`src/rtl/ysyx_22050243_lsu.sv`:
```
// Load/store unit: one request in, one doubleword memory access, one response out.
// Optional macro YSYX_22050243_LSU_MISALIGN_TRAP_EN suppresses misaligned accesses and flags them.
module ysyx_22050243_lsu (
   input  logic        clk,
   input  logic        rst,
   input  logic        in_valid,
   output logic        in_ready,
   input  logic        in_wen,
   input  logic [1:0]  in_size,
   input  logic        in_unsigned,
   input  logic [63:0] in_addr,
   input  logic [63:0] in_wdata,
   output logic        out_valid,
   input  logic        out_ready,
   output logic [63:0] out_rdata,
   output logic        out_misalign,
   output logic        data_r_en,
   output logic        data_w_en,
   output logic [7:0]  data_wmask,
   output logic [63:0] data_addr,
   output logic [63:0] data_w,
   input  logic [63:0] data_r
);

   typedef enum logic [1:0] {IDLE = 2'd0, ACCESS = 2'd1, RESP = 2'd2} state_t;

   state_t      state, state_nxt;
   logic        wen_q, uns_q, misalign_q;
   logic [1:0]  size_q;
   logic [63:0] addr_q, wdata_q, rdata_q;

   logic        acc, trap, sgn;
   logic [2:0]  off;
   logic [5:0]  sh;
   logic [7:0]  base;
   logic [15:0] mask16;
   logic [63:0] shifted, ext;

   assign in_ready     = (state == IDLE) && !rst;
   assign out_valid    = (state == RESP);
   assign out_rdata    = rdata_q;
   assign out_misalign = misalign_q;

   assign off = addr_q[2:0];
   assign sh  = {off, 3'b000};
   assign acc = (state == ACCESS) && !rst;

`ifdef YSYX_22050243_LSU_MISALIGN_TRAP_EN
   logic mis;
   always_comb begin
      mis = 1'b0;
      case (size_q)
         2'd1:    mis = addr_q[0];
         2'd2:    mis = |addr_q[1:0];
         2'd3:    mis = |addr_q[2:0];
         default: mis = 1'b0;
      endcase
   end
   assign trap = mis;
`else
   assign trap = 1'b0;
`endif

   always_comb begin
      base = 8'h01;
      case (size_q)
         2'd0:    base = 8'h01;
         2'd1:    base = 8'h03;
         2'd2:    base = 8'h0F;
         default: base = 8'hFF;
      endcase
   end

   assign mask16 = {8'h00, base} << off;

   // Arithmetic shift makes lanes past the doubleword read as the sign of lane 7,
   // so a crossing signed load extends from its highest in-range byte.
   assign sgn     = !uns_q && (size_q != 2'd3);
   assign shifted = sgn ? 64'($signed(data_r) >>> sh) : (data_r >> sh);

   always_comb begin
      ext = shifted;
      case (size_q)
         2'd0:    ext = {{56{sgn & shifted[7]}},  shifted[7:0]};
         2'd1:    ext = {{48{sgn & shifted[15]}}, shifted[15:0]};
         2'd2:    ext = {{32{sgn & shifted[31]}}, shifted[31:0]};
         default: ext = shifted;
      endcase
   end

   assign data_r_en  = acc && !wen_q && !trap;
   assign data_w_en  = acc &&  wen_q && !trap;
   assign data_addr  = acc ? {addr_q[63:3], 3'b000} : '0;
   assign data_wmask = (acc && !trap) ? mask16[7:0] : '0;
   assign data_w     = (acc && !trap) ? (wdata_q << sh) : '0;

   always_comb begin
      state_nxt = state;
      case (state)
         IDLE:    if (in_valid && in_ready) state_nxt = ACCESS;
         ACCESS:  state_nxt = RESP;
         RESP:    if (out_ready) state_nxt = IDLE;
         default: state_nxt = IDLE;
      endcase
   end

   always_ff @(posedge clk) begin
      if (rst) begin
         state      <= IDLE;
         wen_q      <= 1'b0;
         uns_q      <= 1'b0;
         size_q     <= '0;
         addr_q     <= '0;
         wdata_q    <= '0;
         rdata_q    <= '0;
         misalign_q <= 1'b0;
      end else begin
         state <= state_nxt;
         if (state == IDLE && in_valid) begin
            wen_q   <= in_wen;
            uns_q   <= in_unsigned;
            size_q  <= in_size;
            addr_q  <= in_addr;
            wdata_q <= in_wdata;
         end
         if (state == ACCESS) begin
            rdata_q    <= (wen_q || trap) ? '0 : ext;
            misalign_q <= trap;
         end
      end
   end

endmodule

```
`config.mk`:
```
export PLATFORM = sky130hd
export DESIGN_NAME = ysyx_22050243_lsu
export DESIGN_NICKNAME = d
export VERILOG_FILES = /design/src/rtl/ysyx_22050243_lsu.sv
export SDC_FILE = /design/constraint.sdc
export NUM_CORES = 1
export LEC_CHECK = 0
export ABC_CLOCK_PERIOD_IN_PS = 2860
export CAP_MARGIN = 20
export CORE_MARGIN = 2
export CORE_UTILIZATION = 36
export DETAILED_ROUTE_END_ITERATION = 7
export GPL_TIMING_DRIVEN = 0
export PLACE_DENSITY_LB_ADDON = 0.1
export SYNTH_ARGS = -nofsm -noshare
export SYNTH_HDL_FRONTEND = slang
export SYNTH_SLANG_ARGS = --single-unit
export TNS_END_PERCENT = 10
```
`constraint.sdc`:
```
create_clock -name clk -period 2.86 [get_ports clk]
set_input_delay 0.429 -clock clk [delete_from_list [all_inputs] [get_ports clk]]
set_output_delay 0.429 -clock clk [all_outputs]
set_load 0.005 [all_outputs]
```
== Word-level counts from Yosys, hierarchy flattened ==
Cells that the tools add are included.

* Register bits: 198
* Bits in latches: 0
* Memory bits (writable): 0
* Memory bits (read-only): 0
* Input port bits: 200
* Output and inout port bits: 205
* Word-level logic and storage cells: 44
* Memories kept: 0

* Add/subtract/negate cells: 0
* Multiply operators: 0
* Div/mod/pow operators: 0
* Order comparisons: 0
* Equal/unequal tests: 7
* Shift-type cells: 4
* Mux-type cells: 10
* Bitwise logic cells: 3
* Reductions and logical operators: 13

{| class="wikitable"
|+ Operator list
! operator !! count
|-
| two-way mux 64 bit || 4
|-
| case mux 64 bit (3 select lines) || 1
|-
| << shifter 64 x 6 -> 64 bit || 1
|-
| >> shifter 64 x 6 -> 64 bit || 1
|-
| >>> shifter 64 x 6 -> 64 bit || 1
|-
| case mux 8 bit (3 select lines) || 1
|-
| two-way mux 8 bit || 1
|-
| << shifter 8 x 3 -> 8 bit || 1
|-
| logical AND 1 bit || 7
|-
| case mux 2 bit (3 select lines) || 1
|-
| == test 2 x 1 -> 1 bit, second input constant || 2
|-
| == test 2 bit, second input constant || 2
|-
| logical NOT 2 bit || 2
|-
| two-way mux 2 bit || 2
|-
| != test 2 x 1 -> 1 bit, second input constant || 2
|-
| AND 1 bit || 3
|-
| logical NOT 1 bit || 3
|-
| != test 2 bit, second input constant || 1
|-
| AND reduction 2 bit || 1
|}

== Logic depth before layout (Yosys ltp) ==
* Word-level depth: 6
* Mapped depth: 10
* Gate-level depth less buffers: 6

== Worst setup path after synthesis ==
Ideal clock, no wire load.

* Path kind: register -> output
* From: register addr_q[1]
* To: output data_w[32]
* Data arrival time: 1773 ps
* Required time: 2431 ps
* Slack: 658 ps
* Cell stages (with the launch flop): 9
* Path buffers: 5
* Cell sequence: dfxtp_1 > buf_4 > buf_4 > buf_2 > buf_2 > buf_2 > mux4_2 > a2bb2oi_1 > nor2_1

* Cells in the longest elaborated chain, start to end: 2

{| class="wikitable"
|+ RTL lines
! what !! RTL line !! RTL
|-
| start, declared || 30 || <nowiki>logic [63:0] addr_q, wdata_q, rdata_q;</nowiki>
|-
| start signal, assigned || 123 || <nowiki>addr_q <= in_addr;</nowiki>
|-
| << shifter 64 x 6 -> 64 bit || 95 || <nowiki>assign data_w = (acc && !trap) ? (wdata_q << sh) : '0;</nowiki>
|-
| two-way mux 64 bit || 95 ||
|-
| end, declared || 21 || <nowiki>output logic [63:0] data_w,</nowiki>
|}

No other way between the ends.

== Worst setup path after layout ==
* From: register addr_q[1]
* To: output data_w[63]

Same word-level chain as after synthesis.

==> run_results.csv <==
group,metric,value,unit
status,status,"finished, violations left",
status,violations,"setup timing",
clocking,cts_htree_levels,4,
final_layout,fin_util,0.563,
timing,max_freq,335,MHz
logic_synthesis,synthDominantCellAreaShare,0.351,
final_layout,fin_area,17300,µm²
power,p_per_area,435,nW/µm²
final_layout,instances_no_fill,2261,
min_path,hold_class,"reg2reg",
worst_setup_path,path_cells,"buf_6 > buf_12 > buf_12 > buf_12 > buf_6 > nor2_1 > a21oi_4 > o21a_1 > nor2_2 > clkdlybuf4s50_1",
timing,slew_headroom,0.425,
die,die-area,32800,µm²
final_layout,fillers,2928,
timing,finalMaxSlewViolations,0,
logic_synthesis,seq_area_frac_synth,0.351,
power,vdd_drop_max,0.381,mV
die,rows,64,
final_layout,final-seq-area,3970,µm²
timing,holdWs,0.451,ns
logic_synthesis,synth_flop_cell,"dfxtp_1",
drt,drt_iter0_markers,1087,
worst_setup_path,critPathKind,"reg2out",
worst_setup_path,startpoint_type,"flop",
clocking,cts_tree,"built",
final_layout,nets,2052,
drt,dr.pass1.iters,5,
die,core_area,30700,µm²
timing,tightest_slew,0.855,ns
placement,dp.cells,2210,
timing,skew,0.0136,ns
timing,setup_viol_count_final,5,
timing,fin_crit_sh,1.04,
clocking,clk_path_buf_depth,2,
global_route,grt_pass1_wl,76600,µm
logic_synthesis,ys_types,48,
final_layout,drive_gt1_frac,0.140,
drt,finalWirelength,52100,µm
clocking,clock_latency,0.45,ns
clocking,cts_hold_buf,0,
die,dieWidth,181,µm
logic_synthesis,async_reset_ff_frac,0,
worst_setup_path,end_kind,"output pin",
worst_setup_path,cp.required,2.43,ns
timing,rsz0062_at_grt,"true",
final_layout,multiInputGateArea,7020,µm²
placement,place_congestion,0.983,
placement,io_buffers,400,
logic_synthesis,yosysWarnings,0,
drt,vias,12625,
die,io_pins,405,
worst_setup_path,max_stage_delay,0.53,ns
final_layout,layout-area-overhead-vs-synth,53.5,%
power,p_leak,6.79,nW
logic_synthesis,syn-cell-area,11300,µm²
timing,hold_violations,0,
logic_synthesis,syn_inst,1411,
global_route,grt_use_total,0.309,
timing,tns,-0.372,ns
global_route,grt_max_degree,19,
clocking,clk_pin_slew,0.08,ns
logic_synthesis,synth-seq-cells,198,
logic_synthesis,yosys-top-cells-area,"dfxtp_1, nand2_1, mux4_2",
worst_setup_path,arrival,2.55,ns
drt,drc,0,
drt,ant_nets,0,
placement,hpwl,40600,µm
logic_synthesis,synth_area_per_cell,8.00,µm²
die,start_util,0.367,
logic_synthesis,synth_edf_count,0,
die,die_y,181,µm
worst_setup_path,critPathMostFrequentCell,"buf_12",
logic_synthesis,synth_top_cell_by_area,"dfxtp_1",
clocking,root_buffer,"clkbuf_16",
placement,dp_slack,-1.09,ns
timing,min_period,2.98,ns
timing,fin_ws,-0.122,ns
worst_setup_path,crit_slowest_cell,"clkdlybuf4s50_1",
global_route,antenna_found_initial,3,
global_route,gr-total-overflow,0,
placement,post_dp_cell_area,15800,µm²
drt,wl_per_cell,23.0,µm
power,total_power,7.54,mW
drt,routed_via_density,5.58,
clocking,cts-buffers-inserted,17,
worst_setup_path,worstPathMaxFanout,10,
global_route,grt_pass1_vias,12212,
run,cap_violations,0,
clocking,cts.sinks,198,
## final cells by class
cell class              count  area share
well taps                 396      0.0286
clock buffers              19      0.0262
flip-flops and latches    198       0.229
inverters                   3    0.000867
plain buffers             132      0.0622
multi-input cells        1081       0.406
clock inverters            12     0.00672
diodes                      1    0.000144
repair buffers            419       0.241
## synthesized netlist by cell type (2+ instances only)
| master | count |
|---|---|
| a211o_1 | 7 |
| a211oi_1 | 9 |
| a21o_1 | 7 |
| a21oi_1 | 150 |
| a221o_1 | 7 |
| a221oi_1 | 9 |
| a22oi_1 | 24 |
| a2bb2oi_1 | 7 |
| a31oi_1 | 8 |
| a32oi_1 | 8 |
| and2_1 | 79 |
| and3_1 | 9 |
| buf_1 | 11 |
| buf_2 | 25 |
| buf_4 | 7 |
| buf_6 | 4 |
| clkbuf_1 | 85 |
| dfxtp_1 | 198 |
| mux2_2 | 22 |
| mux2i_1 | 57 |
| mux4_2 | 55 |
| nand2_1 | 367 |
| nand2b_1 | 7 |
| nand3_1 | 11 |
| nor2_1 | 92 |
| nor2b_1 | 19 |
| nor3_1 | 7 |
| o21ai_0 | 84 |
| o21ai_1 | 3 |
| o31ai_1 | 10 |
| or2_2 | 5 |
| or3_1 | 2 |
## cell families after synthesis
family	after synthesis	synth area share
other	1	0.000332
and+or+nand+nor	601	0.232
muxes	134	0.182
buffers and inverters	136	0.0531
AOI/OAI and AO/OA	341	0.181
DFF	198	0.351
## power by group
| part | internal (mW) | total, mW | switching, mW |
|---|---|---|---|
| combinational | 0.987 | 2.06 | 1.07 |
| sequential | 2.94 | 3.09 | 0.150 |
| clock | 1.19 | 2.39 | 1.20 |
## worst max-delay path: cells and delay by family (launching register included)
family	cells	cell delay, ns
compound gates	2	0.25
buf+inv	6	1.19
simple gates	2	0.33
flops	1	0.33
## placed cells by master (no fill, tap or decap), types with 8 or more instances in the layout
cell type / n
o31ai_1: 10
nand2_1: 367
mux2_2: 20
a221oi_1: 8
clkbuf_1: 56
buf_12: 16
a32oi_1: 8
and3_1: 9
dlymetal6s2s_1: 17
buf_8: 8
o21ai_2: 12
dlygate4sd2_1: 27
clkbuf_8: 8
clkdlybuf4s50_1: 355
buf_4: 25
a211oi_1: 9
nor2_1: 84
a22oi_1: 22
a21oi_1: 147
mux2i_1: 56
clkbuf_16: 18
clkbuf_2: 9
mux4_2: 55
a31oi_1: 8
o21ai_0: 68
dfxtp_1: 195
nor2b_1: 15
buf_6: 14
nand3_1: 11
and2_1: 77
## worst paths after layout
path / from / end / slack (ns) / depth (start not counted)
max: addr_q[1] / data_w[63] / -0.12 / 10
max reg2reg: uns_q / out_rdata[59] / 0.19 / 6
min reg2reg: out_rdata[7] / out_rdata[7] / 0.45 / 2
min: out_rdata[7] / out_rdata[7] / 0.45 / 2
## routing by layer
layer	up-vias	global-route usage	part of all wire
met5	-	0	0.00023
met4	2	0.109	0.031
met3	85	0.0824	0.10
met2	729	0.484	0.45
met1	6034	0.410	0.42
li1	5775	-	-
## what timing repair did
action	4_1_cts	5_1_grt
pin swaps	24	15
endpoints found under the setup margin	136	102
cloned	1	0
endpoints found under the hold margin	0	0
gates resized for setup	241	60
buffers inserted	13	6
## registers in the layout, indices dropped and copies added (netlist names)
signal and count:
state 2, wdata_q 64, size_q 2, out_rdata 64, uns_q 1, addr_q 64
wen_q 1
No activity file was read; power rests on OpenSTA's default activity.
